--- src/rtl/skinny_sbox_layer_serial_d1.sv ---
// Nibble-serial masked (2-share) Skinny-64 SubCells layer wrapped around a d1 HPC3 S-box pipeline.
// Optional feature macro: SKINNY_SBOX_SHARE_CLEAR_EN (share clearing on start/FIN, outputs masked to 0 while busy).
module skinny_sbox_layer_serial_d1 #(
   parameter int NIBBLES  = 16,
   parameter int SBOX_LAT = 2
) (
   input  logic                 clk,
   input  logic                 rst,
   input  logic                 start,
   input  logic [4*NIBBLES-1:0] state_in_s0,
   input  logic [4*NIBBLES-1:0] state_in_s1,
   input  logic [7:0]           Fresh,
   output logic                 busy,
   output logic                 done,
   output logic [4*NIBBLES-1:0] state_out_s0,
   output logic [4*NIBBLES-1:0] state_out_s1
);
   localparam int W  = 4*NIBBLES;
   localparam int CW = (NIBBLES > 1) ? $clog2(NIBBLES) : 1;
   localparam int DW = $clog2(SBOX_LAT + 1);

   typedef enum logic [1:0] {IDLE, FEED, DRAIN, FIN} state_t;

   state_t        state, state_nxt;
   logic          accept;
   logic [CW-1:0] feed_cnt;
   logic [DW-1:0] drain_cnt;
   logic [W-1:0]  sh_s0, sh_s1;
   logic [W-1:0]  res_s0, res_s1;
   logic          vld_p [SBOX_LAT];
   logic [CW-1:0] idx_p [SBOX_LAT];

   logic [3:0]    cin_s0, cin_s1;
   logic [3:0]    x_s0_p1, x_s1_p1;
   logic [2:0]    tb_s0_p1, tb_s1_p1, tc_s0_p1, tc_s1_p1;
   logic          b0_s0, b0_s1, c0_s0, c0_s1;
   logic [1:0]    a21_s0_p2, a21_s1_p2, bc_s0_p2, bc_s1_p2;
   logic [2:0]    td_s0_p2, td_s1_p2, te_s0_p2, te_s1_p2;
   logic [3:0]    sbox_s0, sbox_s1;

   // HPC3 d=1 AND share i: {p_i*q_i, p_i*(q_j^r), ~p_i*r ^ r'}; each term is registered on its own.
   function automatic logic [2:0] hpc3_terms(input logic p_i, input logic q_i, input logic q_j,
                                             input logic r, input logic rp);
      return {p_i & q_i, p_i & (q_j ^ r), (~p_i & r) ^ rp};
   endfunction

   always_comb begin
      state_nxt = state;
      busy      = 1'b0;
      done      = 1'b0;
      accept    = 1'b0;
      case (state)
         IDLE: begin
            if (start) begin
               accept    = 1'b1;
               state_nxt = FEED;
            end
         end
         FEED: begin
            busy = 1'b1;
            if (feed_cnt == CW'(NIBBLES-1)) state_nxt = DRAIN;
         end
         DRAIN: begin
            busy = 1'b1;
            if (drain_cnt == DW'(SBOX_LAT-1)) state_nxt = FIN;
         end
         FIN: begin
            done      = 1'b1;
            state_nxt = IDLE;
         end
         default: state_nxt = IDLE;
      endcase
   end

   always_ff @(posedge clk) begin
      if (rst) begin
         state     <= IDLE;
         feed_cnt  <= '0;
         drain_cnt <= '0;
         sh_s0     <= '0;
         sh_s1     <= '0;
      end else begin
         state <= state_nxt;
         if (accept) begin
            sh_s0     <= state_in_s0;
            sh_s1     <= state_in_s1;
            feed_cnt  <= '0;
            drain_cnt <= '0;
         end else if (state == FEED) begin
            // rotate rather than zero-fill: shifted-out nibbles stay behind as residue
            sh_s0    <= {sh_s0[3:0], sh_s0[W-1:4]};
            sh_s1    <= {sh_s1[3:0], sh_s1[W-1:4]};
            feed_cnt <= feed_cnt + 1'b1;
         end else if (state == DRAIN) begin
            drain_cnt <= drain_cnt + 1'b1;
         end
`ifdef SKINNY_SBOX_SHARE_CLEAR_EN
         if (state == FIN) begin
            sh_s0 <= '0;
            sh_s1 <= '0;
         end
`endif
      end
   end

   assign cin_s0 = (state == FEED) ? sh_s0[3:0] : 4'h0;
   assign cin_s1 = (state == FEED) ? sh_s1[3:0] : 4'h0;

   // capture index/valid pipeline, aligned to the S-box latency
   always_ff @(posedge clk) begin
      if (rst) begin
         for (int i = 0; i < SBOX_LAT; i++) begin
            vld_p[i] <= 1'b0;
            idx_p[i] <= '0;
         end
      end else begin
         vld_p[0] <= (state == FEED);
         idx_p[0] <= feed_cnt;
         for (int i = 1; i < SBOX_LAT; i++) begin
            vld_p[i] <= vld_p[i-1];
            idx_p[i] <= idx_p[i-1];
         end
      end
   end

   // stage p1: b0 = a0 ^ NOR(a3,a2), c0 = a3 ^ NOR(a2,a1); NOR operands are negated on share 0 only
   always_ff @(posedge clk) begin
      tb_s0_p1 <= hpc3_terms(~cin_s0[3], ~cin_s0[2],  cin_s1[2], Fresh[0], Fresh[1]);
      tb_s1_p1 <= hpc3_terms( cin_s1[3],  cin_s1[2], ~cin_s0[2], Fresh[0], Fresh[1]);
      tc_s0_p1 <= hpc3_terms(~cin_s0[2], ~cin_s0[1],  cin_s1[1], Fresh[2], Fresh[3]);
      tc_s1_p1 <= hpc3_terms( cin_s1[2],  cin_s1[1], ~cin_s0[1], Fresh[2], Fresh[3]);
      x_s0_p1  <= cin_s0;
      x_s1_p1  <= cin_s1;
   end

   assign b0_s0 = x_s0_p1[0] ^ (^tb_s0_p1);
   assign b0_s1 = x_s1_p1[0] ^ (^tb_s1_p1);
   assign c0_s0 = x_s0_p1[3] ^ (^tc_s0_p1);
   assign c0_s1 = x_s1_p1[3] ^ (^tc_s1_p1);

   // stage p2: d0 = a2 ^ NOR(a1,b0), e0 = a1 ^ NOR(b0,c0)
   always_ff @(posedge clk) begin
      td_s0_p2  <= hpc3_terms(~x_s0_p1[1], ~b0_s0,  b0_s1, Fresh[4], Fresh[5]);
      td_s1_p2  <= hpc3_terms( x_s1_p1[1],  b0_s1, ~b0_s0, Fresh[4], Fresh[5]);
      te_s0_p2  <= hpc3_terms(~b0_s0, ~c0_s0,  c0_s1, Fresh[6], Fresh[7]);
      te_s1_p2  <= hpc3_terms( b0_s1,  c0_s1, ~c0_s0, Fresh[6], Fresh[7]);
      a21_s0_p2 <= x_s0_p1[2:1];
      a21_s1_p2 <= x_s1_p1[2:1];
      bc_s0_p2  <= {b0_s0, c0_s0};
      bc_s1_p2  <= {b0_s1, c0_s1};
   end

   assign sbox_s0 = {bc_s0_p2, a21_s0_p2[1] ^ (^td_s0_p2), a21_s0_p2[0] ^ (^te_s0_p2)};
   assign sbox_s1 = {bc_s1_p2, a21_s1_p2[1] ^ (^td_s1_p2), a21_s1_p2[0] ^ (^te_s1_p2)};

   always_ff @(posedge clk) begin
      if (rst) begin
         res_s0 <= '0;
         res_s1 <= '0;
`ifdef SKINNY_SBOX_SHARE_CLEAR_EN
      end else if (accept) begin
         res_s0 <= '0;
         res_s1 <= '0;
`endif
      end else if (vld_p[SBOX_LAT-1]) begin
         res_s0[{idx_p[SBOX_LAT-1], 2'b00} +: 4] <= sbox_s0;
         res_s1[{idx_p[SBOX_LAT-1], 2'b00} +: 4] <= sbox_s1;
      end
   end

`ifdef SKINNY_SBOX_SHARE_CLEAR_EN
   assign state_out_s0 = busy ? '0 : res_s0;
   assign state_out_s1 = busy ? '0 : res_s1;
`else
   assign state_out_s0 = res_s0;
   assign state_out_s1 = res_s1;
`endif

endmodule

--- config.mk ---
export PLATFORM = sky130hd
export DESIGN_NAME = skinny_sbox_layer_serial_d1
export DESIGN_NICKNAME = d
export VERILOG_FILES = /design/src/rtl/skinny_sbox_layer_serial_d1.sv
export SDC_FILE = /design/constraint.sdc
export NUM_CORES = 1
export LEC_CHECK = 0
export BUFFER_PORTS_ARGS = -buffer_cell sky130_fd_sc_hd__buf_4
export CAP_MARGIN = 0
export CORE_UTILIZATION = 45
export DETAILED_ROUTE_END_ITERATION = 8
export GPL_TIMING_DRIVEN = 1
export PLACE_DENSITY = 0.68
export SLEW_MARGIN = 0
export SYNTH_ARGS = -nofsm -noshare
export SYNTH_HDL_FRONTEND = slang
export SYNTH_SLANG_ARGS = --single-unit
export TNS_END_PERCENT = 100
--- constraint.sdc ---
create_clock -name clk -period 4.96 [get_ports clk]
set_input_delay 0.992 -clock clk [delete_from_list [all_inputs] [get_ports clk]]
set_output_delay 0.992 -clock clk [all_outputs]
set_load 0.005 [all_outputs]
==> reports/results.ini <==
[cts]
cts_buffers = 34
cts_buffer_depth = 3
htree_num_levels = 2
clk_pin_slew_worst_paths_ns = 0.06
tritoncts = done
cts_resized = 0
postCtsSetupBuffers = 0
root_buffer = clkbuf_16
clk_latency_ns = 0.52
cts_hold_buf = 0
clock-sinks = 314

[finish]
fill_cells = 2475
multi_input_area_mm2 = 0.006147
drive_gt1_frac = 0.2169
final_common_cell = dfxtp_1
stdcell_area_mm2 = 0.01616
final_core_utilization = 0.5768
seqCellArea_mm2 = 0.006286
nets = 1685
antenna_cells = 0
syn2layout_area_growth_pct = 25.08
final_cell_mix = dfxtp_1 (314), buf_4 (281), mux2i_1 (202)

[worst_setup_path]
critPathTopFamily = compound AO/OA/AOI/OAI gates
cp_num_cells = 6
worst-path-max-fanout = 17
criticalPathCategory = reg -> reg
worstSetupStartpointType = flip-flop
crit_required_ns = 5.39
crit_chain = inv_1, ha_1, and2_0, a21oi_1, o21ai_0, a21oi_1
worstPathArrival_ns = 3.36
critPathCaptureType = flip-flop
cpMostUsedCell = a21oi_1
cp_num_buf_inv = 1
r2r_cells = 6
crit-reg2reg-capture = state_out_s1[50]
cp_slowest_stage_delay_ns = 0.95
r2r_start = idx_p[0][4]
reg2reg_slack_ns = 2.03
critPathSlowestCell = a21oi_1

[sta]
max_freq_ghz = 0.3417
setup_viol = 0
fin_tns_setup_ns = 0
finClkSkew_ns = 0.02406
finalCritPeriodShare = 0.5900
rsz0062_at_grt = no
layout_setup_ws_ns = 2.033
drv_slew = 0
hold_viol_final = 0
maxSlewHeadroom = 0.1959
worstMarginPinSlew_ns = 1.206
finalWorstPathRequiredPeriod_ns = 2.927

[yosys]
async_flop_share = 0
ys.flop_type = dfxtp_1
synth_area_leaders = dfxtp_1 (49%), mux2i_1 (16%), a211oi_1 (7.3%), nor2_1 (5.3%), nand2b_1 (3.9%)
synth_top_cell_area_share = 0.4867
synth_top_area_cell = dfxtp_1
synth_edf_count = 0
synthCells = 1327
synth-seq-area-share = 0.4867
synth_area_mm2 = 0.01292
synth.ff_latch_count = 314
syn-num-nets = 1476
synth_area_per_cell_um2 = 9.733
synth_cell_type_count = 46
yosysWarnings = 0

[routing]
num_vias = 10050
viasPerCell = 5.192
drt_iter0_drc = 620
final_antenna_net_count = 0
totalWireLength_um = 32330
drtPass1Iterations = 5
wire_per_inst_um = 16.70
drc = 0

[place]
place_ws_ns = 2.071
dp_hpwl_um = 21860
portBuffers = 268
place.gp.congestion = 0.8435
dpl_cell_area_mm2 = 0.01509

[floorplan]
core_mm2 = 0.02801
fp.dieW_um = 171.4
num_rows = 61
die_h_um = 171.4
pin_count = 269
die_area_mm2 = 0.02938
initial_core_util = 0.4611

[hold_path]
min_to = a21_s0_p2[1]
min_delay_path_depth = 0
hold_path_class = reg -> reg
hold_start = x_s0_p1[2]

[job]
maxCapViolations = 0

[global_routing]
grt_pass1_vias = 9557
grt-ovfl-total = 0
grt_pass1_wl_um = 50380
antenna_found_initial = 0
grt_max_degree = 180
gr-usage-all-layers = 0.2164

[power_and_ir_drop]
p_total_mw = 7.961
peakVddDrop_mv = 0.2544
power_density_mw_per_mm2 = 492.8
leakage_nw = 6.690

[run_status]
run_status = complete, no violations

-- layer usage --
layer  vias up  share of wire  global-route usage
met2       294           0.45              0.3505
met5         -              0                   0
li1       5036              -                   -
met3        42          0.057             0.03590
met4         0          0.019             0.06172
met1      4679           0.47              0.2953
-- layout make-up --
| cell class | instances | area share |
|---|---|---|
| inverter | 11 | 0.002556 |
| clock buffer | 51 | 0.06041 |
| sequential | 314 | 0.3891 |
| multi-input combinational | 892 | 0.3805 |
| tap | 378 | 0.02928 |
| clock inverter | 7 | 0.005499 |
| timing repair buffer | 283 | 0.1327 |
-- worst max-delay path by stage --
| stage | slack (ns) | startpoint | to |
|---|---|---|---|
| after global placement | 2.14 | idx_p[0][4] | state_out_s0[51] |
| final | 2.03 | idx_p[0][4] | state_out_s1[50] |
| after detailed placement | 2.07 | idx_p[0][4] | state_out_s1[50] |
| after floorplan | 2.64 | idx_p[0][4] | state_out_s0[0] |
| after CTS | 2.06 | idx_p[0][4] | state_out_s1[50] |
| after global routing | 1.73 | idx_p[0][4] | state_out_s0[51] |
-- where the power goes --
part	internal [mW]	switching, mW	leakage, nW
Combinational	0.938	1.24	3.60
Clock	1.46	0.989	0.523
Sequential	3.00	0.336	2.57
Total	5.40	2.57	6.69
-- cell usage after synthesis (2+ instances only) --
library cell / count
a32o_1: 4
o22ai_1: 8
xor2_1: 16
nor4b_1: 2
a22oi_1: 2
and3_1: 9
ha_1: 10
nor2_1: 184
dfxtp_1: 314
a21oi_1: 46
a32oi_1: 2
inv_1: 10
buf_1: 6
clkbuf_1: 75
buf_2: 23
a311oi_1: 3
mux2i_1: 202
nand4_1: 5
nand2_1: 30
a32oi_4: 2
nand2b_1: 81
xnor2_1: 31
and3b_1: 2
and2_1: 19
a211oi_1: 126
nand3_1: 27
nor2b_1: 14
o21ai_0: 25
buf_4: 5
and2_0: 3
nor3_1: 26
-- state kept, by name, summed over array words and instances, names as in the netlist, 3 cells and up --
register,flops
td_s0_p2,3
idx_p,8
feed_cnt,4
sh_s0,64
x_s0_p1,4
te_s0_p2,3
tb_s1_p1,3
x_s1_p1,4
state_out_s1,64
td_s1_p2,3
sh_s1,64
state_out_s0,64
tc_s0_p1,3
tb_s0_p1,3
tc_s1_p1,3
te_s1_p2,3
-- logic make-up (layout without fill, tap and decap cells) --
group / after synthesis / after routing / synth area share
and+or+nand+nor: 410 / 410 / 0.1561
DFF: 314 / 314 / 0.4867
AOI/OAI and AO/OA: 223 / 223 / 0.1197
muxes: 202 / 202 / 0.1565
buffers and inverters: 121 / 352 / 0.03943
xor gates and xnor gates: 47 / 47 / 0.03187
adders and majority gates: 10 / 10 / 0.009687
-- worst register-to-register path: stages (launching register included) --
cell	delay [ns]
dfxtp_1	0.75
inv_1	0.11
ha_1	0.35
and2_0	0.27
a21oi_1	0.95
o21ai_0	0.23
a21oi_1	0.19
-- through the flow --
step           hold WS [ns]  instances
3_3_place_gp         0.3135       1878
3_5_place_dp         0.3171       1878
4_1_cts              0.3303       1936
6_report             0.3261       1936
2_1_floorplan        0.3096       1327
5_1_grt              0.3318       1936
Power figures use the tool's default switching activity.
